===== src/rtl/mult_stage_if.sv =====
// Issue/complete handshake bundle for the pipelined multiplier functional unit.
// slave is the multiplier's view; master is the issue/complete environment's view.
interface mult_stage_if #(
   parameter int XLEN = 32,
   parameter int PR_W = 6
);

   logic            issue_valid;
   logic [1:0]      issue_func;
   logic [XLEN-1:0] issue_rs1;
   logic [XLEN-1:0] issue_rs2;
   logic [PR_W-1:0] issue_dest_pr;
   logic            issue_ready;
   logic            fu_finish;
   logic [PR_W-1:0] out_dest_pr;
   logic [XLEN-1:0] out_value;
   logic            c_stall;
   logic            squash;

   modport slave (
      input  issue_valid, issue_func, issue_rs1, issue_rs2, issue_dest_pr,
      input  c_stall, squash,
      output issue_ready, fu_finish, out_dest_pr, out_value
   );

   modport master (
      output issue_valid, issue_func, issue_rs1, issue_rs2, issue_dest_pr,
      output c_stall, squash,
      input  issue_ready, fu_finish, out_dest_pr, out_value
   );

endinterface


===== src/rtl/mult_stage.sv =====
// Pipelined RV32M multiplier: one chunk of the multiplier is folded in per slot, with
// bubble-collapsing back-pressure from the complete stage. Optional MULT_STALL_CNT_EN adds stall_cycles.
module mult_stage #(
   parameter int XLEN   = 32,
   parameter int PR_W   = 6,
   parameter int STAGES = 4
) (
   input  logic         clock,
   input  logic         reset,
   mult_stage_if.slave  fu
`ifdef MULT_STALL_CNT_EN
   ,
   output logic [31:0]  stall_cycles
`endif
);

   localparam int W    = 2 * XLEN;
   localparam int C    = W / STAGES;
   localparam int LAST = STAGES - 1;

   typedef enum logic [1:0] {
      OP_MUL    = 2'b00,
      OP_MULH   = 2'b01,
      OP_MULHSU = 2'b10,
      OP_MULHU  = 2'b11
   } func_e;

   logic [STAGES-1:0] valid_q;
   func_e             func_q  [STAGES];
   logic [PR_W-1:0]   tag_q   [STAGES];
   logic [W-1:0]      mcand_q [STAGES];
   logic [W-1:0]      mrem_q  [STAGES];
   logic [W-1:0]      sum_q   [STAGES];

   logic [LAST-1:0]   adv;
   logic              issue_ready;
   logic [W-1:0]      mcand_in;
   logic [W-1:0]      mplier_in;

   function automatic logic [W-1:0] chunk_product(input logic [W-1:0] mcand,
                                                  input logic [C-1:0] chunk,
                                                  input int unsigned  sh);
      logic [W-1:0] p;
      p = mcand * {{(W-C){1'b0}}, chunk};
      return p << sh;
   endfunction

   always_comb begin
      mcand_in  = {{XLEN{1'b0}}, fu.issue_rs1};
      mplier_in = {{XLEN{1'b0}}, fu.issue_rs2};
      if (fu.issue_func == OP_MULH || fu.issue_func == OP_MULHSU)
         mcand_in = {{XLEN{fu.issue_rs1[XLEN-1]}}, fu.issue_rs1};
      if (fu.issue_func == OP_MULH)
         mplier_in = {{XLEN{fu.issue_rs2[XLEN-1]}}, fu.issue_rs2};
   end

   // A slot may move forward if any slot downstream of it is empty or the last slot is releasing.
   always_comb begin
      logic chain;
      adv   = '0;
      chain = !valid_q[LAST] || !fu.c_stall;
      for (int i = LAST - 1; i >= 0; i--) begin
         chain  = chain || !valid_q[i+1];
         adv[i] = chain;
      end
      issue_ready = !valid_q[0] || adv[0];
   end

   always_ff @(posedge clock or negedge reset) begin
      if (!reset) begin
         valid_q <= '0;
         for (int i = 0; i < STAGES; i++) begin
            func_q[i]  <= OP_MUL;
            tag_q[i]   <= '0;
            mcand_q[i] <= '0;
            mrem_q[i]  <= '0;
            sum_q[i]   <= '0;
         end
      end else if (fu.squash) begin
         valid_q <= '0;
      end else begin
         for (int i = 1; i < STAGES; i++) begin
            if (adv[i-1]) begin
               valid_q[i] <= valid_q[i-1];
               // Payload only moves with a real op so the output stays put across bubbles.
               if (valid_q[i-1]) begin
                  func_q[i]  <= func_q[i-1];
                  tag_q[i]   <= tag_q[i-1];
                  mcand_q[i] <= mcand_q[i-1];
                  mrem_q[i]  <= mrem_q[i-1] >> C;
                  sum_q[i]   <= sum_q[i-1] + chunk_product(mcand_q[i-1], mrem_q[i-1][C-1:0], i * C);
               end
            end
         end
         if (issue_ready) begin
            valid_q[0] <= fu.issue_valid;
            if (fu.issue_valid) begin
               func_q[0]  <= func_e'(fu.issue_func);
               tag_q[0]   <= fu.issue_dest_pr;
               mcand_q[0] <= mcand_in;
               mrem_q[0]  <= mplier_in >> C;
               sum_q[0]   <= chunk_product(mcand_in, mplier_in[C-1:0], 0);
            end
         end
      end
   end

   assign fu.issue_ready = issue_ready;
   assign fu.fu_finish   = valid_q[LAST];
   assign fu.out_dest_pr = tag_q[LAST];
   assign fu.out_value   = (func_q[LAST] == OP_MUL) ? sum_q[LAST][XLEN-1:0] : sum_q[LAST][W-1:XLEN];

`ifdef MULT_STALL_CNT_EN
   always_ff @(posedge clock or negedge reset) begin
      if (!reset)
         stall_cycles <= '0;
      else if (valid_q[LAST] && fu.c_stall && stall_cycles != 32'hFFFF_FFFF)
         stall_cycles <= stall_cycles + 32'd1;
   end
`endif

endmodule

===== src/flat_wrapper.sv =====
// flat-port wrapper written by rule: the top's interface ports become plain ports
module mult_stage_flat 
#(
   parameter int XLEN   = 32,
   parameter int PR_W   = 6,
   parameter int STAGES = 4
)
  (clock, reset, fu_issue_valid, fu_issue_func, fu_issue_rs1, fu_issue_rs2, fu_issue_dest_pr, fu_c_stall, fu_squash, fu_issue_ready, fu_fu_finish, fu_out_dest_pr, fu_out_value);
  mult_stage_if #(.XLEN(XLEN), .PR_W(PR_W)) fu_i ();
  input  logic clock;
  input  logic reset;
  input wire logic [$bits(fu_i.issue_valid)-1:0] fu_issue_valid;
  input wire logic [$bits(fu_i.issue_func)-1:0] fu_issue_func;
  input wire logic [$bits(fu_i.issue_rs1)-1:0] fu_issue_rs1;
  input wire logic [$bits(fu_i.issue_rs2)-1:0] fu_issue_rs2;
  input wire logic [$bits(fu_i.issue_dest_pr)-1:0] fu_issue_dest_pr;
  input wire logic [$bits(fu_i.c_stall)-1:0] fu_c_stall;
  input wire logic [$bits(fu_i.squash)-1:0] fu_squash;
  output wire logic [$bits(fu_i.issue_ready)-1:0] fu_issue_ready;
  output wire logic [$bits(fu_i.fu_finish)-1:0] fu_fu_finish;
  output wire logic [$bits(fu_i.out_dest_pr)-1:0] fu_out_dest_pr;
  output wire logic [$bits(fu_i.out_value)-1:0] fu_out_value;
  assign fu_i.issue_valid = fu_issue_valid;
  assign fu_i.issue_func = fu_issue_func;
  assign fu_i.issue_rs1 = fu_issue_rs1;
  assign fu_i.issue_rs2 = fu_issue_rs2;
  assign fu_i.issue_dest_pr = fu_issue_dest_pr;
  assign fu_i.c_stall = fu_c_stall;
  assign fu_i.squash = fu_squash;
  assign fu_issue_ready = fu_i.issue_ready;
  assign fu_fu_finish = fu_i.fu_finish;
  assign fu_out_dest_pr = fu_i.out_dest_pr;
  assign fu_out_value = fu_i.out_value;
  mult_stage #(.XLEN(XLEN), .PR_W(PR_W), .STAGES(STAGES)) u_core (.clock(clock), .reset(reset), .fu(fu_i));
endmodule

===== config.mk =====
export PLATFORM = sky130hd
export DESIGN_NAME = mult_stage_flat
export DESIGN_NICKNAME = d
export VERILOG_FILES = /design/src/rtl/mult_stage_if.sv /design/src/rtl/mult_stage.sv /design/src/flat_wrapper.sv
export SDC_FILE = /design/constraint.sdc
export NUM_CORES = 2
export LEC_CHECK = 0
export CAP_MARGIN = 5
export CORE_ASPECT_RATIO = 1.4
export CORE_MARGIN = 1.5
export CORE_UTILIZATION = 43
export CTS_BUF_LIST = sky130_fd_sc_hd__clkbuf_4 sky130_fd_sc_hd__clkbuf_8
export CTS_CLUSTER_SIZE = 20
export DETAILED_ROUTE_END_ITERATION = 8
export PLACE_DENSITY = 0.66
export SYNTH_ARGS = -nofsm -noshare
export SYNTH_HDL_FRONTEND = slang
export SYNTH_SLANG_ARGS = --single-unit

===== constraint.sdc =====
create_clock -name clock -period 7.84 [get_ports clock]
set_input_delay 0.784 -clock clock [delete_from_list [all_inputs] [get_ports clock]]
set_output_delay 0.784 -clock clock [all_outputs]
set_load 0.01 [all_outputs]

==> reports/results.tsv <==
stage	metric	value	unit
outcome	status	finished, violations left	
outcome	violations	setup timing	
placement	gp_congestion	0.978	
final_layout	final_core_utilization	52.1	%
die	die_h	461	um
global_route	antenna_found_initial	4	
global_route	grt_util_met3	3.10	%
synth	avgSynthCellArea	9.28	sq um
synth	synth_edf_count	0	
placement	dp_hpwl	160000	um
routing	vias	51100	
routing	dr.first_iter.drc_count	2958	
die	die_width	330	um
worst_setup_path	start_kind	register	
run	maxCapViolations	0	
sta	hold_viol	0	
sta	setup_ws	-152	ps
global_route	gr-usage-met1	31.0	%
final_layout	nets	9423	
worst_setup_path	slowest_delay	570	ps
sta	setup_viol	12	
final_layout	nFillCells	13500	
sta	period_share	102	%
synth	synth_nets	8682	
worst_setup_path	slowest_stage	fa_1	
synth	ys.flop_type	dfrtp_1	
synth	yosysSeqAreaShare	15.2	%
global_route	busiest_layer	met2	
global_route	grt_pass1_vias	55400	
clock_network	clockBufferDepth	3	
synth	yosysWarnings	0	
sta	slew_headroom	28.9	%
clock_network	numClockSinks	392	
synth	ys_ff_latch	392	
worst_setup_path	crit_top_cell	fa_1	
global_route	grt.total_usage	26.1	%
global_route	gr-total-overflow	0	
clock_network	insertion_delay	790	ps
sta	period_needed	7990	ps
clock_network	clk_root_buffer_cell	clkbuf_8	
synth	synth_cell_type_count	83	
worst_setup_path	criticalPathCategory	register to register	
die	coreArea	149000	sq um
clock_network	h-tree-depth	3	
routing	routed_wl	196000	um
die	start_util	43.2	%
worst_setup_path	crit_family	adder cells	
final_layout	instances_no_fill	9716	
clock_network	cts_buffers	74	
routing	viasPerCell	5.26	
placement	dp_cells	9468	
die	io_pins	117	
routing	drc_errors	0	
routing	ant_nets	0	
worst_hold_path	hp-class	primary input to asynchronous set/reset pin	
clock_network	cts_tree	built	
global_route	grt_use_met2	45.8	%
sta	clock.fmax	125	MHz
sta	grt_setup_unrepaired	yes	
die	die_area	153000	sq um
die	rows	168	
routing	wl_per_cell	20.2	um
sta	slew_violations	0	
placement	io_buffer_count	116	
synth	ys_async_sr_fraction	100	%
final_layout	drive_gt1_share	19.8	%
final_layout	syn2layout_area_growth	20.7	%
worst_setup_path	path_max_fanout	7	
worst_setup_path	crit_required	8430	ps
synth	syn-instance-count	6960	
sta	hold_slack	68.5	ps
worst_setup_path	worstPathArrival	8580	ps
worst_setup_path	path_buf_inv	8	
synth	netlist_area	64600	sq um
sta	tightest_slew	1060	ps
global_route	grt_pass1_wl	305000	um
sta	skew	69.6	ps
clock_network	clkTransAtPathRegs	60	ps
worst_setup_path	crit_path_end_kind	register	
global_route	grt_max_degree	159	
routing	firstDrtPassIters	5	
[synthesized netlist by cell type, types with 8 or more instances]
| cell | count | share of area [%] |
|---|---|---|
| inv_1 | 1349 | 7.8 |
| o21ai_0 | 159 | 1.2 |
| ha_1 | 364 | 7.1 |
| a211oi_1 | 23 | 0.27 |
| xnor2_1 | 159 | 2.2 |
| a21o_1 | 127 | 1.5 |
| buf_1 | 15 | 0.087 |
| nand4_1 | 33 | 0.32 |
| and2_1 | 376 | 3.6 |
| nor2b_1 | 25 | 0.24 |
| and3_1 | 25 | 0.24 |
| nand3_1 | 42 | 0.33 |
| mux2_2 | 156 | 2.7 |
| o22ai_1 | 8 | 0.078 |
| o21bai_1 | 33 | 0.38 |
| clkbuf_1 | 300 | 1.7 |
| nand2_1 | 1324 | 7.7 |
| a211o_1 | 8 | 0.11 |
| or3_1 | 13 | 0.13 |
| a21oi_1 | 178 | 1.4 |
| nor3_1 | 34 | 0.26 |
| nand2b_1 | 22 | 0.21 |
| fa_1 | 1281 | 40 |
| dfrtp_1 | 392 | 15 |
| xor2_1 | 79 | 1.1 |
| a31oi_1 | 19 | 0.18 |
| o31ai_1 | 14 | 0.16 |
| o21ai_1 | 66 | 0.51 |
| o211ai_1 | 19 | 0.22 |
| a2111oi_0 | 10 | 0.14 |
| or2_2 | 9 | 0.087 |
| nor2_1 | 124 | 0.72 |
| o21a_1 | 33 | 0.38 |
[logic make-up after synthesis]
| kind of cell | synth area share, % |
|---|---|
| AO/OA/AOI/OAI | 7.88 |
| XOR/XNOR | 3.26 |
| adder cells (fa/ha/maj) | 46.8 |
| buffers and inverters | 9.76 |
| flip-flops | 15.2 |
| multiplexers | 2.77 |
| AND/OR/NAND/NOR | 14.4 |
[worst register-to-register path, delay by kind of cell (launching register included)]
kind	cells	cell delay, ps
AOI/OAI and AO/OA	11	1760
adders and majority gates	8	3540
xor gates and xnor gates	2	240
DFF	1	470
buffers and inverters	8	890
and+or+nand+nor	5	920
[layer usage]
metal	wire length, um	part of all wire (%)	vias to the layer above
li1	-	-	22700
met1	73400	37	26100
met2	99500	51	1733
met3	10800	5.5	585
met4	12600	6.4	2
met5	13	0.0066	-
[final timing paths]
path	slack, ps	to	cells past startpoint	start
max	-150	u_core.sum_q[188]	34	u_core.mrem_q[194]
min	70	u_core.tag_q[19]	1	reset
min reg2reg	440	u_core.sum_q[129]	2	u_core.sum_q[193]
max in group asynchronous	6280	u_core.mrem_q[158]	2	reset
max reg2reg	-150	u_core.sum_q[188]	34	u_core.mrem_q[194]
min in group clock	440	u_core.sum_q[129]	2	u_core.sum_q[193]
[state kept, by name, summed over array words and instances (netlist names)]
name                   flops
u_core.mrem_q             19
u_core.valid_q             4
u_core.sum_q             256
u_core.mcand_q            81
u_core.tag_q              18
u_core.fu.out_dest_pr      6
u_core.func_q              8
[metrics by stage]
step,cell area [sq um],TNS (ps),setup slack (ps)
after floorplan,64600,0,1.52
after global placement,73200,-6380,-382
after detailed placement,73200,-8180,-449
after CTS,76100,-419,-105
after global routing,77900,-6030,-433
final,77900,-943,-152
[cell type report]
type | instances | area, sq um | share of cell area (%)
inverter | 1349 | 5060 | 6.50
clock inverter | 26 | 324 | 0.416
antenna | 2 | 5.00 | 0.00642
clock buffer | 108 | 1340 | 1.72
multi-input combinational | 4896 | 50300 | 64.6
tap | 1955 | 2450 | 3.14
timing repair buffer | 988 | 8570 | 11.0
sequential | 392 | 9830 | 12.6
[timing repair]
| action | in CTS | in global routing |
|---|---|---|
| gates cloned | 1 | 6 |
| setup endpoints to repair | 34 | 41 |
| resized for setup | 190 | 267 |
| setup buffers | 53 | 58 |
| hold buffers | 0 | 0 |
| pin swaps | 155 | 209 |
| endpoints found under the hold margin | 0 | 0 |
[layout by cell type (no fill, tap or decap), types with 36 or more instances in the layout]
cell type,synthesis,layout
fa_1,1281,1248
a21oi_1,178,137
nand3_1,42,36
dfrtp_1,392,374
mux2_2,156,155
xor2_1,79,72
clkdlybuf4s50_1,0,115
ha_1,364,320
clkbuf_8,0,84
and2_1,376,361
o21ai_1,66,68
o21ai_0,159,138
xnor2_1,159,135
buf_12,0,48
buf_4,6,782
nand2_1,1324,1303
inv_1,1349,1316
a21o_1,127,127
nor2_1,124,109
ha_4,0,37
a21oi_2,4,40
Power is not shown: default switching activity piles up to over one toggle a cycle in this logic, so the estimate is an artifact.
